--- src/rtl/lm07_pkg.sv ---
// Shared LM07 constants and responder state encoding.
package lm07_pkg;
    localparam int LM07_TEMP_W    = 13;
    localparam int LM07_TAIL_BITS = 3;
    localparam int LM07_FRAME_W   = LM07_TEMP_W + LM07_TAIL_BITS;

    typedef enum logic [1:0] {
        IDLE,
        LOAD,
        SHIFT,
        TAIL
    } lm07_state_t;
endpackage

--- src/rtl/lm07_responder_if.sv ---
// LM07 serial bus: master drives CS/SCK, responder drives SIO/SIO_OE.
interface lm07_responder_if;
    logic CS;
    logic SCK;
    logic SIO;
    logic SIO_OE;

    modport master (output CS, output SCK, input SIO, input SIO_OE);
    modport slave  (input CS, input SCK, output SIO, output SIO_OE);
endinterface

--- src/rtl/lm07_responder_sync_edge.sv ---
// Two-flop synchronizer with registered previous value and edge pulses.
module sync_edge #(
    parameter logic RST_VAL = 1'b0
) (
    input  logic clk,
    input  logic rst,
    input  logic din,
    output logic rise,
    output logic fall
);
    logic s1;
    logic s2;
    logic s3;

    always_ff @(posedge clk or posedge rst) begin
        if (rst) begin
            s1 <= RST_VAL;
            s2 <= RST_VAL;
            s3 <= RST_VAL;
        end else begin
            s1 <= din;
            s2 <= s1;
            s3 <= s2;
        end
    end

    assign rise = s2 & ~s3;
    assign fall = ~s2 & s3;
endmodule

--- src/rtl/lm07_responder.sv ---
// LM07 temperature sensor emulator: shifts {temp, tail ones} out MSB first per CS frame.
module lm07_responder
    import lm07_pkg::*;
#(
    parameter int                TEMP_W     = LM07_TEMP_W,
    parameter int                TAIL_BITS  = LM07_TAIL_BITS,
    parameter logic [TEMP_W-1:0] RESET_TEMP = '0
) (
    input  logic              SYSCLK,
    input  logic              RST,
    lm07_responder_if.slave   spi,
    input  logic [TEMP_W-1:0] temp_in,
    input  logic              temp_wr,
    output logic              busy,
    output logic              frame_done,
    output logic              frame_abort
);
    localparam int FRAME_W = TEMP_W + TAIL_BITS;
    localparam int CNT_W   = $clog2(FRAME_W + 1);

    lm07_state_t state, state_n;

    logic               cs_rise, cs_fall, sck_fall, sck_rise_unused;
    logic [FRAME_W-1:0] frame_sr;
    logic [CNT_W-1:0]   bit_cnt;
    logic [TEMP_W-1:0]  shadow, pending;
    logic               pend_vld;
    logic               sio, sio_oe;
    logic               load, shift, tail_fall, fin, done_n, abort_n;
    logic               active;

    // CS idles high so reset must not look like a falling edge.
    sync_edge #(.RST_VAL(1'b1)) u_cs_sync (
        .clk (SYSCLK),
        .rst (RST),
        .din (spi.CS),
        .rise(cs_rise),
        .fall(cs_fall)
    );

    sync_edge #(.RST_VAL(1'b0)) u_sck_sync (
        .clk (SYSCLK),
        .rst (RST),
        .din (spi.SCK),
        .rise(sck_rise_unused),
        .fall(sck_fall)
    );

    always_ff @(posedge SYSCLK or posedge RST) begin
        if (RST) state <= IDLE;
        else     state <= state_n;
    end

    always_comb begin
        state_n   = state;
        load      = 1'b0;
        shift     = 1'b0;
        tail_fall = 1'b0;
        fin       = 1'b0;
        done_n    = 1'b0;
        abort_n   = 1'b0;
        case (state)
            IDLE: if (cs_fall) state_n = LOAD;
            LOAD: begin
                if (cs_rise) begin
                    abort_n = 1'b1;
                    fin     = 1'b1;
                    state_n = IDLE;
                end else begin
                    load    = 1'b1;
                    state_n = SHIFT;
                end
            end
            SHIFT: begin
                if (cs_rise) begin
                    abort_n = 1'b1;
                    fin     = 1'b1;
                    state_n = IDLE;
                end else if (sck_fall) begin
                    shift = 1'b1;
                    if (bit_cnt == CNT_W'(FRAME_W - 1)) state_n = TAIL;
                end
            end
            TAIL: begin
                if (cs_rise) begin
                    done_n  = 1'b1;
                    fin     = 1'b1;
                    state_n = IDLE;
                end else if (sck_fall) begin
                    tail_fall = 1'b1;
                end
            end
            default: state_n = IDLE;
        endcase
    end

    assign active = (state != IDLE);

    always_ff @(posedge SYSCLK or posedge RST) begin
        if (RST) begin
            frame_sr    <= '0;
            bit_cnt     <= '0;
            sio         <= 1'b0;
            sio_oe      <= 1'b0;
            busy        <= 1'b0;
            frame_done  <= 1'b0;
            frame_abort <= 1'b0;
        end else begin
            frame_done  <= done_n;
            frame_abort <= abort_n;
            if (load) begin
                frame_sr <= {shadow, {TAIL_BITS{1'b1}}};
                sio      <= shadow[TEMP_W-1];
                sio_oe   <= 1'b1;
                busy     <= 1'b1;
                bit_cnt  <= CNT_W'(1);
            end else if (shift) begin
                frame_sr <= frame_sr << 1;
                sio      <= frame_sr[FRAME_W-2];
                bit_cnt  <= bit_cnt + CNT_W'(1);
            end else if (tail_fall) begin
                sio <= 1'b0;
            end else if (fin) begin
                sio    <= 1'b0;
                sio_oe <= 1'b0;
                busy   <= 1'b0;
            end
        end
    end

    // A write landing on the frame-release edge is newer than any pending value.
    always_ff @(posedge SYSCLK or posedge RST) begin
        if (RST) begin
            shadow   <= RESET_TEMP;
            pending  <= RESET_TEMP;
            pend_vld <= 1'b0;
        end else begin
            if (temp_wr && active) begin
                pending  <= temp_in;
                pend_vld <= 1'b1;
            end
            if (fin) begin
                if (temp_wr)       shadow <= temp_in;
                else if (pend_vld) shadow <= pending;
                pend_vld <= 1'b0;
            end else if (temp_wr && !active) begin
                shadow <= temp_in;
            end
        end
    end

    assign spi.SIO    = sio;
    assign spi.SIO_OE = sio_oe;
endmodule

--- src/flat_wrapper.sv ---
// flat-port wrapper written by rule: the top's interface ports become plain ports
module lm07_responder_flat import lm07_pkg::*;
#(
    parameter int                TEMP_W     = LM07_TEMP_W,
    parameter int                TAIL_BITS  = LM07_TAIL_BITS,
    parameter logic [TEMP_W-1:0] RESET_TEMP = '0
)
  (SYSCLK, RST, temp_in, temp_wr, busy, frame_done, frame_abort, spi_CS, spi_SCK, spi_SIO, spi_SIO_OE);
  lm07_responder_if spi_i ();
  input  logic SYSCLK;
  input  logic RST;
  input  logic [TEMP_W-1:0] temp_in;
  input  logic temp_wr;
  output logic busy;
  output logic frame_done;
  output logic frame_abort;
  input wire logic [$bits(spi_i.CS)-1:0] spi_CS;
  input wire logic [$bits(spi_i.SCK)-1:0] spi_SCK;
  output wire logic [$bits(spi_i.SIO)-1:0] spi_SIO;
  output wire logic [$bits(spi_i.SIO_OE)-1:0] spi_SIO_OE;
  assign spi_i.CS = spi_CS;
  assign spi_i.SCK = spi_SCK;
  assign spi_SIO = spi_i.SIO;
  assign spi_SIO_OE = spi_i.SIO_OE;
  lm07_responder #(.TEMP_W(TEMP_W), .TAIL_BITS(TAIL_BITS), .RESET_TEMP(RESET_TEMP)) u_core (.SYSCLK(SYSCLK), .RST(RST), .spi(spi_i), .temp_in(temp_in), .temp_wr(temp_wr), .busy(busy), .frame_done(frame_done), .frame_abort(frame_abort));
endmodule
--- config.mk ---
export PLATFORM = sky130hd
export DESIGN_NAME = lm07_responder_flat
export DESIGN_NICKNAME = d
export VERILOG_FILES = /design/src/rtl/lm07_pkg.sv /design/src/rtl/lm07_responder_if.sv /design/src/rtl/lm07_responder_sync_edge.sv /design/src/rtl/lm07_responder.sv /design/src/flat_wrapper.sv
export SDC_FILE = /design/constraint.sdc
export NUM_CORES = 1
export LEC_CHECK = 0
export CAP_MARGIN = 25
export CELL_PAD_IN_SITES_DETAIL_PLACEMENT = 1
export CELL_PAD_IN_SITES_GLOBAL_PLACEMENT = 1
export CORE_UTILIZATION = 39
export DETAILED_ROUTE_END_ITERATION = 6
export PLACE_DENSITY = 0.74
export SLEW_MARGIN = 30
export SYNTH_ARGS = -nofsm -noshare
export SYNTH_HDL_FRONTEND = slang
export SYNTH_HIERARCHICAL = 1
export SYNTH_SLANG_ARGS = --single-unit
--- constraint.sdc ---
create_clock -name SYSCLK -period 1.96 [get_ports SYSCLK]
set_input_delay 0.392 -clock SYSCLK [delete_from_list [all_inputs] [get_ports SYSCLK]]
set_output_delay 0.392 -clock SYSCLK [all_outputs]
set_load 0.01 [all_outputs]
==> results.txt <==
initial DRC count: 86
Mapped Nets: 256
CP arrival: 2.10 ns
cell family with most CP delay: compound AO/OA/AOI/OAI gates
number of H-tree levels: 3
Sw Share: 0.310
max cap viols: 0
vias in the first global route: 1972
CTS tree: built
Final GP Congestion: 0.772
Leakage: 0.00137 uW
worst vdd ir: 589 uV
Max Transition Viols Final: 0
Setup TNS Final: 0 ns
Clock Sinks: 59
CP max stage delay: 0.58 ns
sequential cell area: 0.00148 mm2
launch point of the worst path: u_core/state[0]
Cells after Synth: 231
Cell Count, Final, Fillers Out: 341
status: finished with violations
initial antenna violation count: 0
router iterations before antenna repair: 7
Tmin final: 1.84 ns
Critical Path, Cell by Cell: inv_1, ha_1, o31ai_4, o221a_2
worst hold path class: input port to async pin
crit start category: flip-flop
Die H: 84.6 um
Max Root-Sink Buffers: 2
Critical Path RT: 2.23 ns
Syn. warnings: 6
fillers: 715
Clk pwr share: 0.264
largest net degree at the start of global routing: 54
measured slew at the worst slew-check pin: 0.608 ns
Remaining DRCs: 4
WP depth: 4
R2R Path Start: u_core/state[0]
Ports: 23
overall routing resource usage: 0.180
Placed Cells: 325
worst r2r path cells: 4
Hold Fails Final Rpt: 0
share of layout cells above drive strength 1: 0.231
row count: 29
clk root buf: clkbuf_8
Switch Pwr: 1440 uW
antenna viol nets, final: 0
CTS buffer count: 9
relative slew slack: 0.595
fraction of power consumed by combinational cells: 0.315
area of the mapped netlist: 0.00266 mm2
via density per instance: 5.40
Multi-input gate area: 0.00106 mm2
cell area power density: 1460 mW/mm2
clock skew: 0.00674 ns
Critical-path top delay cell: o31ai_4
Routed WL per cell: 16.6 um
dpl hpwl: 3670 um
number of nets in the layout: 284
reg2reg end: u_core/shadow[7]
crit path buf inv count: 1
worst skew pair latency: 0.33 ns
Setup crit end: u_core/shadow[7]
Crit Path Class: flip-flop to flip-flop
unrepaired setup endpoints after global routing: no
Fmax: 545 MHz
DRT Wirelength: 5670 um
Tot Pwr: 4640 uW
setup violators final: 0
Reg power frac: 0.421
CP endpoint kind: flip-flop
cts hold-fix bufs: 0
Via Count: 1841
Crit Path Max Fanout: 13
Reg2Reg Setup Slack: 0.12 ns
core area: 0.00646 mm2
Die W: 84.6 um
failing checks: DRC
antenna diode count: 0
Worst-path clk slew: 0.07 ns
Port Buffers: 22
grt ovf: 0
Starting Density: 0.412
Area growth, synth to finish: 19.8%
mean post-synth cell area: 11.5 um2
first-pass GRT wire length: 9790 um
Hold WS: 0.315 ns
internal power: 3200 uW
final period utilization: 0.937
area of the die: 0.00715 mm2
==> sequential cells by signal (all words and copies together), names as in the netlist <==
| name | cells |
|---|---|
| u_core/pending | 13 |
| u_core/u_cs_sync/s2 | 1 |
| u_core/u_cs_sync/s1 | 1 |
| u_core/u_sck_sync/s1 | 1 |
| u_core/pend_vld | 1 |
| u_core/state | 2 |
| u_core/u_sck_sync/s2 | 1 |
| u_core/frame_abort | 1 |
| u_core/u_cs_sync/s3 | 1 |
| u_core/frame_done | 1 |
| u_core/spi.SIO_OE | 1 |
| u_core/u_sck_sync/s3 | 1 |
| u_core/bit_cnt | 5 |
| u_core/frame_sr | 15 |
| u_core/shadow | 13 |
| u_core/spi.SIO | 1 |
==> cells in the final DEF (no fill, tap or decap), types with 2 or more instances in the layout <==
| cell | n |
|---|---|
| nor3_1 | 3 |
| ha_1 | 7 |
| o21ai_0 | 4 |
| or3_1 | 2 |
| clkbuf_1 | 2 |
| inv_1 | 6 |
| clkdlybuf4s50_1 | 22 |
| bufinv_16 | 2 |
| dfstp_2 | 3 |
| clkbuf_8 | 10 |
| nand3_1 | 8 |
| o221a_2 | 13 |
| mux2_2 | 13 |
| dfrtp_1 | 56 |
| and2_1 | 2 |
| nor2_1 | 18 |
| nor2b_1 | 6 |
| inv_2 | 2 |
| a21oi_1 | 21 |
| and2b_2 | 2 |
| and3_1 | 4 |
| buf_4 | 8 |
| nand2b_1 | 14 |
| a221o_1 | 3 |
| nand2_1 | 14 |
==> final cells by class <==
cell class                 instances  share of cell area
sequential                        59               0.465
multi-input combinational        150               0.333
timing repair buffer              31              0.0943
clock buffer                      12              0.0456
tap                               77              0.0302
clock inverter                     4              0.0232
inverter                           8             0.00943
==> worst min-delay path by stage <==
stage / slack [ns] / endpoint
after floorplan: 0.15 / u_core/u_sck_sync/s1
after global placement: 0.33 / u_core/u_sck_sync/s2
after detailed placement: 0.35 / u_core/u_sck_sync/s2
after CTS: 0.32 / u_core/u_sck_sync/s1
after global routing: 0.34 / u_core/u_sck_sync/s1
final: 0.32 / u_core/u_sck_sync/s1
==> power groups by stage <==
stage	Combinational, uW	Sequential (uW)	Clock (uW)
after floorplan	1110	1890	0
after global placement	1410	1950	0
after detailed placement	1470	1970	0
after CTS	1480	1950	1260
after global routing	1630	2020	1320
final	1460	1950	1220
==> routing by layer <==
layer,track usage,vias up,share of wire
li1,-,870,-
met1,0.220,943,0.44
met2,0.307,24,0.52
met3,0.0619,4,0.032
met4,0.0462,0,0.0055
met5,0,-,0
==> worst register-to-register path: cells and delay by family (launching register included) <==
kind	cells	cell delay [ns]
buffers and inverters	1	0.11
flip-flops	1	0.45
AO/OA/AOI/OAI	2	0.90
adder cells (fa/ha/maj)	1	0.31
==> what timing repair did <==
item                       in CTS  in global routing
buffers inserted                0                  0
gates resized for setup         0                  1
setup endpoints to repair       0                 15
==> per-stage QoR <==
step | util | cell area, um2 | setup slack (ns)
floorplan | - | 2660 | 0.282
finish | 0.493 | 3190 | 0.124
detailed placement | 0.459 | 2960 | 0.00886
global placement | 0.459 | 2960 | 0.0557
CTS | 0.493 | 3180 | 0.0354
global route | 0.493 | 3190 | 0.00975
No activity file was read; power rests on OpenSTA's default activity.
==> variant, RTL diff (config.mk and constraints unchanged) <==
Encoding of `lm07_state_t`: now one-hot (4 bits for 4 states).
--- a/src/rtl/lm07_pkg.sv
+++ b/src/rtl/lm07_pkg.sv
@@ -4,11 +4,11 @@
     localparam int LM07_TAIL_BITS = 3;
     localparam int LM07_FRAME_W   = LM07_TEMP_W + LM07_TAIL_BITS;
 
-    typedef enum logic [1:0] {
-        IDLE,
-        LOAD,
-        SHIFT,
-        TAIL
+    typedef enum logic [3:0] {
+        IDLE  = 4'b0001,
+        LOAD  = 4'b0010,
+        SHIFT = 4'b0100,
+        TAIL  = 4'b1000
     } lm07_state_t;
 endpackage
 
Function: no difference found for any inputs over 10 cycles, from zero or initial values and one cycle with RST high; not proved beyond that.
==> variant against the unedited design <==
The run ends with negative setup slack left. Clock skew is 2.3 ps higher. Sequential cell count is 2 higher. Setup slack worse by 170 ps. Routed wire length is 7.7% higher. Area after synthesis is 4.0% higher. Design area is 11% higher. Critical path type unchanged. Critical endpoint is now u_core/shadow[10]$_DFFE_PP0P_.
Power is not compared: it rests on default switching activity, and its combinational part moved more than twofold at a synthesized area within 25%.
==> variant: results (changes against the unedited design) <==
Run status
  – Outcome: finished, violations left
  – Failing checks: negative setup slack

Synthesis
  – Synth Area per Inst: 12.7 µm² (+10%)
  – Post-synth net total: 238 (-7.0%)

Route
  – Wire length on met1: 2740 µm (+10%)
  – Vias/cell: 5.00 (-7.3%)
  – Initial DRT Pass Iterations: 4 (-3)
  – Final WL: 6110 µm (+7.7%)
  – Met2 WL: 3110 µm (+4.9%)
  – Met3 wire length: 176 µm (-4.3%)

STA
  – Fin worst setup slack: -48.5 ps (-173 ps)
  – Rel. slew slack: 78.9% (+19 points)
  – Setup violators final: 13 (+13)
  – Clock skew: 9.03 ps (+2.30 ps)
  – Setup TNS: -347 ps (-347 ps)

GRT
  – Vias in the first global route: 1962 (-0.51%)
  – First-pass GRT wire length: 9670 µm (-1.2%)
  – Met3 Usage GRT: 4.57% (-1.6 points)
  – GRT Util Overall: 17.5% (-0.55 points)
  – Met2 global-route usage: 28.5% (-2.2 points)
  – GR Util met1: 22.2% (+0.23 points)

Final layout
  – Finished Layout Cells: 363 (+6.5%)
  – Fin nets: 282 (-0.70%)
  – Filler cells: 736 (+2.9%)

Place
  – Estimated wirelength of the detail-placed design: 3920 µm (+6.8%)
  – Post-Place Cells: 342 (+5.2%)
  – Gpl congestion: 0.766 (-0.76%)
  – DP Worst Slack: -21.6 ps (-30.5 ps)
  – Post-DP Area: 0.00321 mm² (+8.4%)

Worst setup path
  – WP data arrival: 2230 ps (+130 ps)
  – CP max stage cell: dfstp_2

Clocking
  – Post-CTS setup buffer count: 2 (+2)
==> variant: changes by cell type in the layout (fill, tap and decap cells not counted), moves of 6 or more <==
cell / unedited run / this run
a22oi_1: 0 / 13
buf_4: 8 / 16
nand2_1: 14 / 32
nand3_1: 8 / 2
nor2_1: 18 / 10
nand2b_1: 14 / 1
mux2_4: 0 / 23
o221a_2: 13 / 0
a21oi_1: 21 / 2
==> variant: worst paths after layout <==
check	cells past startpoint	endpoint	startpoint	slack [ps]
min	2	u_core/u_sck_sync/s1$_DFF_PP0_	RST	310
max reg2reg	7	u_core/shadow[10]$_DFFE_PP0P_	u_core/u_cs_sync/s2$_DFF_PP1_	-50
max	7	u_core/shadow[10]$_DFFE_PP0P_	u_core/u_cs_sync/s2$_DFF_PP1_	-50
min in group SYSCLK	0	u_core/u_cs_sync/s2$_DFF_PP1_	u_core/u_cs_sync/s1$_DFF_PP1_	360
min reg2reg	0	u_core/u_cs_sync/s2$_DFF_PP1_	u_core/u_cs_sync/s1$_DFF_PP1_	360
max in group asynchronous	3	u_core/state[0]$_DFFE_PP1P_	RST	1240
==> variant: critical path: cells and delay by family (launching register included) <==
kind,cells,cell delay [ps]
multiplexers,2,560
buffers and inverters,1,150
AO/OA/AOI/OAI,1,70
flip-flops,1,530
AND/OR/NAND/NOR,3,560
==> variant: cell type report <==
type | instances | area, µm² | share of cell area, %
clock buffers | 11 | 141 | 4.02
clock inverters | 5 | 60.1 | 1.71
inverters | 5 | 18.8 | 0.533
multi-input cells | 141 | 1190 | 33.8
flip-flops and latches | 61 | 1530 | 43.5
well taps | 96 | 120 | 3.41
repair buffers | 44 | 457 | 13.0
==> variant: power by group <==
part           switching (mW)  internal (mW)  total, mW
Clock                   0.507          0.624       1.13
Combinational           0.261          0.391      0.652
Sequential              0.199           1.57       1.76
